**config.mk**
```make
export PLATFORM = sky130hd
export DESIGN_NAME = dlfloat_result_serializer
export DESIGN_NICKNAME = d
export VERILOG_FILES = /design/src/rtl/dlfloat_result_serializer.sv
export SDC_FILE = /design/constraint.sdc
export NUM_CORES = 1
export LEC_CHECK = 0
export CORE_AREA = 2 2 99 101
export DETAILED_ROUTE_END_ITERATION = 12
export DIE_AREA = 0 0 101 103
export PLACE_DENSITY = 0.69
export SLEW_MARGIN = 5
export SYNTH_ARGS = -nofsm -noshare
export SYNTH_HDL_FRONTEND = slang
export SYNTH_SLANG_ARGS = --single-unit
```
**constraint.sdc**
```tcl
create_clock -name clk -period 6 [get_ports clk]
set_input_delay 1.2 -clock clk [delete_from_list [all_inputs] [get_ports clk]]
set_output_delay 1.2 -clock clk [all_outputs]
set_load 0.01 [all_outputs]
```
**src/rtl/dlfloat_result_serializer.sv**
```systemverilog
// Buffers 16-bit DLFloat16 MAC results in a small FIFO and streams each one as a
// byte frame (low, high[, checksum]). Define SER_CHECKSUM_EN to append a XOR checksum byte.
module dlfloat_result_serializer #(
    parameter int FIFO_DEPTH = 4,
    parameter int FIFO_AW    = 2
) (
    input  logic               clk,
    input  logic               rst,
    input  logic [15:0]        res_in,
    input  logic               res_valid,
    output logic [7:0]         out_byte,
    output logic               out_valid,
    input  logic               out_ready,
    output logic [FIFO_AW:0]   fifo_count,
    output logic               ovf_sticky,
    input  logic               clr_ovf,
    output logic [1:0]         dbg_state
);

    localparam logic [1:0] S_IDLE = 2'd0;
    localparam logic [1:0] S_LO   = 2'd1;
    localparam logic [1:0] S_HI   = 2'd2;
`ifdef SER_CHECKSUM_EN
    localparam logic [1:0] S_CHK  = 2'd3;
`endif

    logic [15:0]        r_mem [FIFO_DEPTH];
    logic [FIFO_AW-1:0] r_wr_ptr;
    logic [FIFO_AW-1:0] r_rd_ptr;
    logic [FIFO_AW:0]   r_count;
    logic               r_ovf;
    logic [1:0]         r_state;
    logic [15:0]        r_hold;
    logic [7:0]         r_out_byte;
    logic               r_out_valid;

    logic               w_hs;
    logic               w_full;
    logic               w_not_empty;
    logic               w_push;
    logic               w_drop;
    logic               w_frame_end;
    logic               w_pop;
    logic [15:0]        w_pop_data;

    // A byte transfers on a rising edge where out_valid and out_ready are both high;
    // out_valid is a register and never looks at out_ready combinationally.
    assign w_hs        = r_out_valid & out_ready;
    assign w_full      = (r_count == (FIFO_AW+1)'(FIFO_DEPTH));
    assign w_not_empty = (r_count != '0);
    assign w_push      = res_valid & ~w_full;
    assign w_drop      = res_valid & w_full;
`ifdef SER_CHECKSUM_EN
    assign w_frame_end = w_hs & (r_state == S_CHK);
`else
    assign w_frame_end = w_hs & (r_state == S_HI);
`endif
    assign w_pop       = w_not_empty & ((r_state == S_IDLE) | w_frame_end);
    assign w_pop_data  = r_mem[r_rd_ptr];

    always_ff @(posedge clk) begin
        if (w_push) begin
            r_mem[r_wr_ptr] <= res_in;
        end
    end

    always_ff @(posedge clk or posedge rst) begin
        if (rst) begin
            r_wr_ptr <= '0;
            r_rd_ptr <= '0;
            r_count  <= '0;
            r_ovf    <= 1'b0;
        end else begin
            if (w_push) begin
                r_wr_ptr <= r_wr_ptr + FIFO_AW'(1);
            end
            if (w_pop) begin
                r_rd_ptr <= r_rd_ptr + FIFO_AW'(1);
            end
            case ({w_push, w_pop})
                2'b10:   r_count <= r_count + (FIFO_AW+1)'(1);
                2'b01:   r_count <= r_count - (FIFO_AW+1)'(1);
                default: r_count <= r_count;
            endcase
            // A drop in the same cycle as a clear keeps the flag set.
            if (w_drop) begin
                r_ovf <= 1'b1;
            end else if (clr_ovf) begin
                r_ovf <= 1'b0;
            end
        end
    end

    always_ff @(posedge clk or posedge rst) begin
        if (rst) begin
            r_state     <= S_IDLE;
            r_hold      <= 16'h0000;
            r_out_byte  <= 8'h00;
            r_out_valid <= 1'b0;
        end else begin
            case (r_state)
                S_IDLE: begin
                    if (w_pop) begin
                        r_hold      <= w_pop_data;
                        r_out_byte  <= w_pop_data[7:0];
                        r_out_valid <= 1'b1;
                        r_state     <= S_LO;
                    end
                end
                S_LO: begin
                    if (w_hs) begin
                        r_out_byte <= r_hold[15:8];
                        r_state    <= S_HI;
                    end
                end
`ifdef SER_CHECKSUM_EN
                S_HI: begin
                    if (w_hs) begin
                        r_out_byte <= r_hold[7:0] ^ r_hold[15:8];
                        r_state    <= S_CHK;
                    end
                end
                S_CHK: begin
`else
                S_HI: begin
`endif
                    // End of frame: chain straight into the next result if one is waiting.
                    if (w_hs) begin
                        if (w_pop) begin
                            r_hold     <= w_pop_data;
                            r_out_byte <= w_pop_data[7:0];
                            r_state    <= S_LO;
                        end else begin
                            r_out_valid <= 1'b0;
                            r_state     <= S_IDLE;
                        end
                    end
                end
                default: begin
                    r_out_valid <= 1'b0;
                    r_state     <= S_IDLE;
                end
            endcase
        end
    end

    assign out_byte   = r_out_byte;
    assign out_valid  = r_out_valid;
    assign fifo_count = r_count;
    assign ovf_sticky = r_ovf;
    assign dbg_state  = r_state;

endmodule

```
==> results.yml <==
outcome:
  run_status: "finished clean"
finish:
  num-fill-cells: 834
  syn_to_final_growth_pct: 16.31
  postLayoutCoreUtil_pct: 44.80
  n_diodes: 0
  drive_gt1_share_pct: 16.02
  finish.net_count: 278
drt:
  wl_met2_microns: 3114
  route.final.wire_length_microns: 6103
  detailroute.via_count: 1879
  final_antenna_net_count: 0
  number_of_vias_per_cell: 5.078
  initial_drc_count: 137
  dr_wl_met3_microns: 272
  dr.max_layer_used: "met4"
  wl_met1_microns: 2616
  dr.pass1.iters: 4
  wl_per_cell_microns: 16.49
  drcViolationCount: 0
die:
  placementRows: 36
  initial_core_util_pct: 38.52
  die_area_sq_um: 10400
  ioPinCount: 36
  fp.dieW_microns: 101
  vertical_die_dimension_microns: 103
  core-area_sq_um: 9459
logic_synthesis:
  synthesis.nets: 240
  synth.yosys.seq_area_share_pct: 71.29
  synth.lib_cells_used.distinct: 33
  synth.ff_latch_count: 91
  synth_warnings: 0
  synth.avg_cell_area_sq_um: 17.11
  synthCells: 213
  synth_area_sq_um: 3643
clock_network:
  clk_pin_slew_worst_paths_ns: 0.08
  postCtsSetupRepairBufs: 0
  cts.path.max_buffers: 2
  cts.repair.resized: 0
  clock_buffer_count_from_cts: 9
  total_number_of_h_tree_levels: 3
  clock_latency_ns: 0.35
  cts_tree: "yes"
  clockRootBuffer: "sky130_fd_sc_hd__clkbuf_8"
  clock_sinks: 91
  cts-hold-fix-buffers: 0
min_path:
  worst_hold_path.endpoint: "out_byte[2]"
  min_path_cells: 2
  hp-class: "register to register"
  hp-start: "out_byte[2]"
setup_path:
  timing.critical_path.required_ns: 6.24
  timing.setup.critical_path_class: "input pin to register"
  rrSetupSlack_ns: 3.41
  setup_crit_end_kind: "register"
  crit-reg2reg-capture: "fifo_count[1]"
  reg2reg_from: "fifo_count[0]"
  ff2ff_path_depth: 5
  arrival_ns: 3.74
  worst_setup_path_start_kind: "input pin"
  cp_max_fo: 11
global_routing:
  globalRouteOverflowTotal: 0
  grt_pass1_vias: 1945
  grt_max_degree: 35
  grt_pass1_wl_microns: 9770
  grt.total_usage_pct: 12.90
  grt_antenna_before_repair: 0
timing:
  setup-violations-final: 0
  finalCritPeriodShare_pct: 58.31
  unrepaired_setup_endpoints_after_global_routing: "no"
  finalClockSkew_ns: 0.009399
  sum_of_negative_setup_slack_ns: 0
  transition_time_at_the_pin_with_the_least_slew_margin_ns: 1.098
  clock.fmax_mhz: 285.8
  final-hold-violation-count: 0
  max_slew_margin_pct: 26.74
  period_minus_slack_ns: 3.498
  final_max_slew_viol_count: 0
  holdWs_ns: 0.4791
placed_design:
  post-dp-hpwl_microns: 3848
  gp_congestion: 0.7560
  io_buffers: 35
power_and_ir_drop:
  power-per-cell-area_nw_per_um2: 492.1
  static-leakage-power_nw: 1.474
  vdd.ir_drop.worst_mv: 0.1890
run:
  timing.max_cap.violations: 0
[worst max path at each step]
stage                          from            end  slack (ns)  cells past startpoint
final                     out_ready  fifo_count[1]        2.50                      6
after global routing      out_ready  fifo_count[1]        2.34                      6
after CTS                 out_ready  fifo_count[1]        2.49                      6
after detailed placement  out_ready  fifo_count[1]        2.11                      6
after global placement    out_ready  fifo_count[1]        2.19                      6
after floorplan           out_ready  fifo_count[1]        3.24                      6
[where the power goes]
group / switching [mW] / total, mW / internal [mW]
combinational: 0.379 / 0.767 / 0.389
sequential: 0.111 / 0.980 / 0.869
clock: 0.189 / 0.338 / 0.149
total: 0.679 / 2.09 / 1.41
[synthesized netlist by cell type (all sizes together)]
cell type / number / share of area (%)
nand3: 1 / 0.14
o21ai: 3 / 0.41
clkbuf: 1 / 0.10
nor2: 4 / 0.41
buf: 8 / 1.7
dfrtp: 27 / 19
xor2: 2 / 0.48
a21oi: 1 / 0.14
a211oi: 10 / 2.1
fa: 1 / 0.55
mux2: 18 / 5.9
inv: 5 / 0.52
nor3: 1 / 0.14
o31ai: 8 / 1.8
and2: 4 / 0.69
ha: 5 / 1.7
nand3b: 2 / 0.41
nand2: 13 / 1.3
edfxtp: 64 / 53
a211o: 1 / 0.48
nor4: 1 / 0.17
nand2b: 2 / 0.34
and3: 1 / 0.21
nor2b: 8 / 1.4
a21boi: 2 / 0.41
mux4: 8 / 4.9
o22ai: 8 / 1.4
xnor2: 4 / 0.96
[critical path: stages]
cell	delay (ns)
sky130_fd_sc_hd__clkdlybuf4s50_1	0.54
sky130_fd_sc_hd__nand2_1	0.11
sky130_fd_sc_hd__a211oi_2	0.85
sky130_fd_sc_hd__ha_1	0.35
sky130_fd_sc_hd__fa_1	0.42
sky130_fd_sc_hd__mux2_2	0.26
[cell type report]
type                    instances  area (sq um)  area share [%]
flip-flops and latches         91          2597           61.29
inverters                       5         18.77          0.4429
repair buffers                 36         357.8           8.444
well taps                     114         142.6           3.366
clock inverters                 3         15.01          0.3543
multi-input cells             108         967.2           22.82
clock buffers                  13         138.9           3.277
[layout by cell type, fill, tap and decap left out, types with 2 or more instances in the layout]
cell / n
sky130_fd_sc_hd__nand2b_1: 2
sky130_fd_sc_hd__mux2_2: 15
sky130_fd_sc_hd__clkbuf_1: 4
sky130_fd_sc_hd__clkinv_1: 2
sky130_fd_sc_hd__edfxtp_1: 64
sky130_fd_sc_hd__clkdlybuf4s50_1: 35
sky130_fd_sc_hd__o22ai_1: 8
sky130_fd_sc_hd__xor2_1: 2
sky130_fd_sc_hd__o21ai_0: 3
sky130_fd_sc_hd__mux4_2: 8
sky130_fd_sc_hd__nor2_1: 4
sky130_fd_sc_hd__mux2_4: 3
sky130_fd_sc_hd__dfrtp_1: 27
sky130_fd_sc_hd__nor2b_1: 8
sky130_fd_sc_hd__and2_1: 4
sky130_fd_sc_hd__clkbuf_8: 9
sky130_fd_sc_hd__a211oi_1: 9
sky130_fd_sc_hd__xnor2_1: 4
sky130_fd_sc_hd__o31ai_1: 7
sky130_fd_sc_hd__nand3b_1: 2
sky130_fd_sc_hd__ha_1: 5
sky130_fd_sc_hd__inv_1: 5
sky130_fd_sc_hd__nand2_1: 13
[cells by family after synthesis]
| kind of cell | share of synthesized area, % |
|---|---|
| DFF | 71.29 |
| and+or+nand+nor | 5.219 |
| AOI/OAI and AO/OA | 6.662 |
| muxes | 10.82 |
| buffers and inverters | 2.301 |
| xor gates and xnor gates | 1.442 |
| adders and majority gates | 2.267 |
[routing by layer]
layer / track usage (%) / vias to the layer above
li1: - / 889
met1: 15.18 / 931
met2: 22.41 / 51
met3: 3.458 / 8
met4: 5.613 / 0
met5: 0 / -
[registers in the layout (all words and copies together) (netlist names)]
| register | flops |
|---|---|
| r_mem | 64 |
| out_byte | 8 |
| r_hold | 8 |
| fifo_count | 3 |
| dbg_state | 2 |
| r_rd_ptr | 2 |
| r_wr_ptr | 2 |
| out_valid | 1 |
| ovf_sticky | 1 |
[through the flow]
step | setup slack (ns) | cell area [sq um] | std cells | power (mW)
after floorplan | 3.238 | 3643 | 213 | 1.536
after global placement | 2.192 | 4084 | 354 | 1.750
after detailed placement | 2.109 | 4084 | 354 | 1.780
after CTS | 2.493 | 4238 | 370 | 2.115
after global routing | 2.342 | 4238 | 370 | 2.220
final | 2.502 | 4238 | 370 | 2.085
Power figures use the tool's default switching activity.
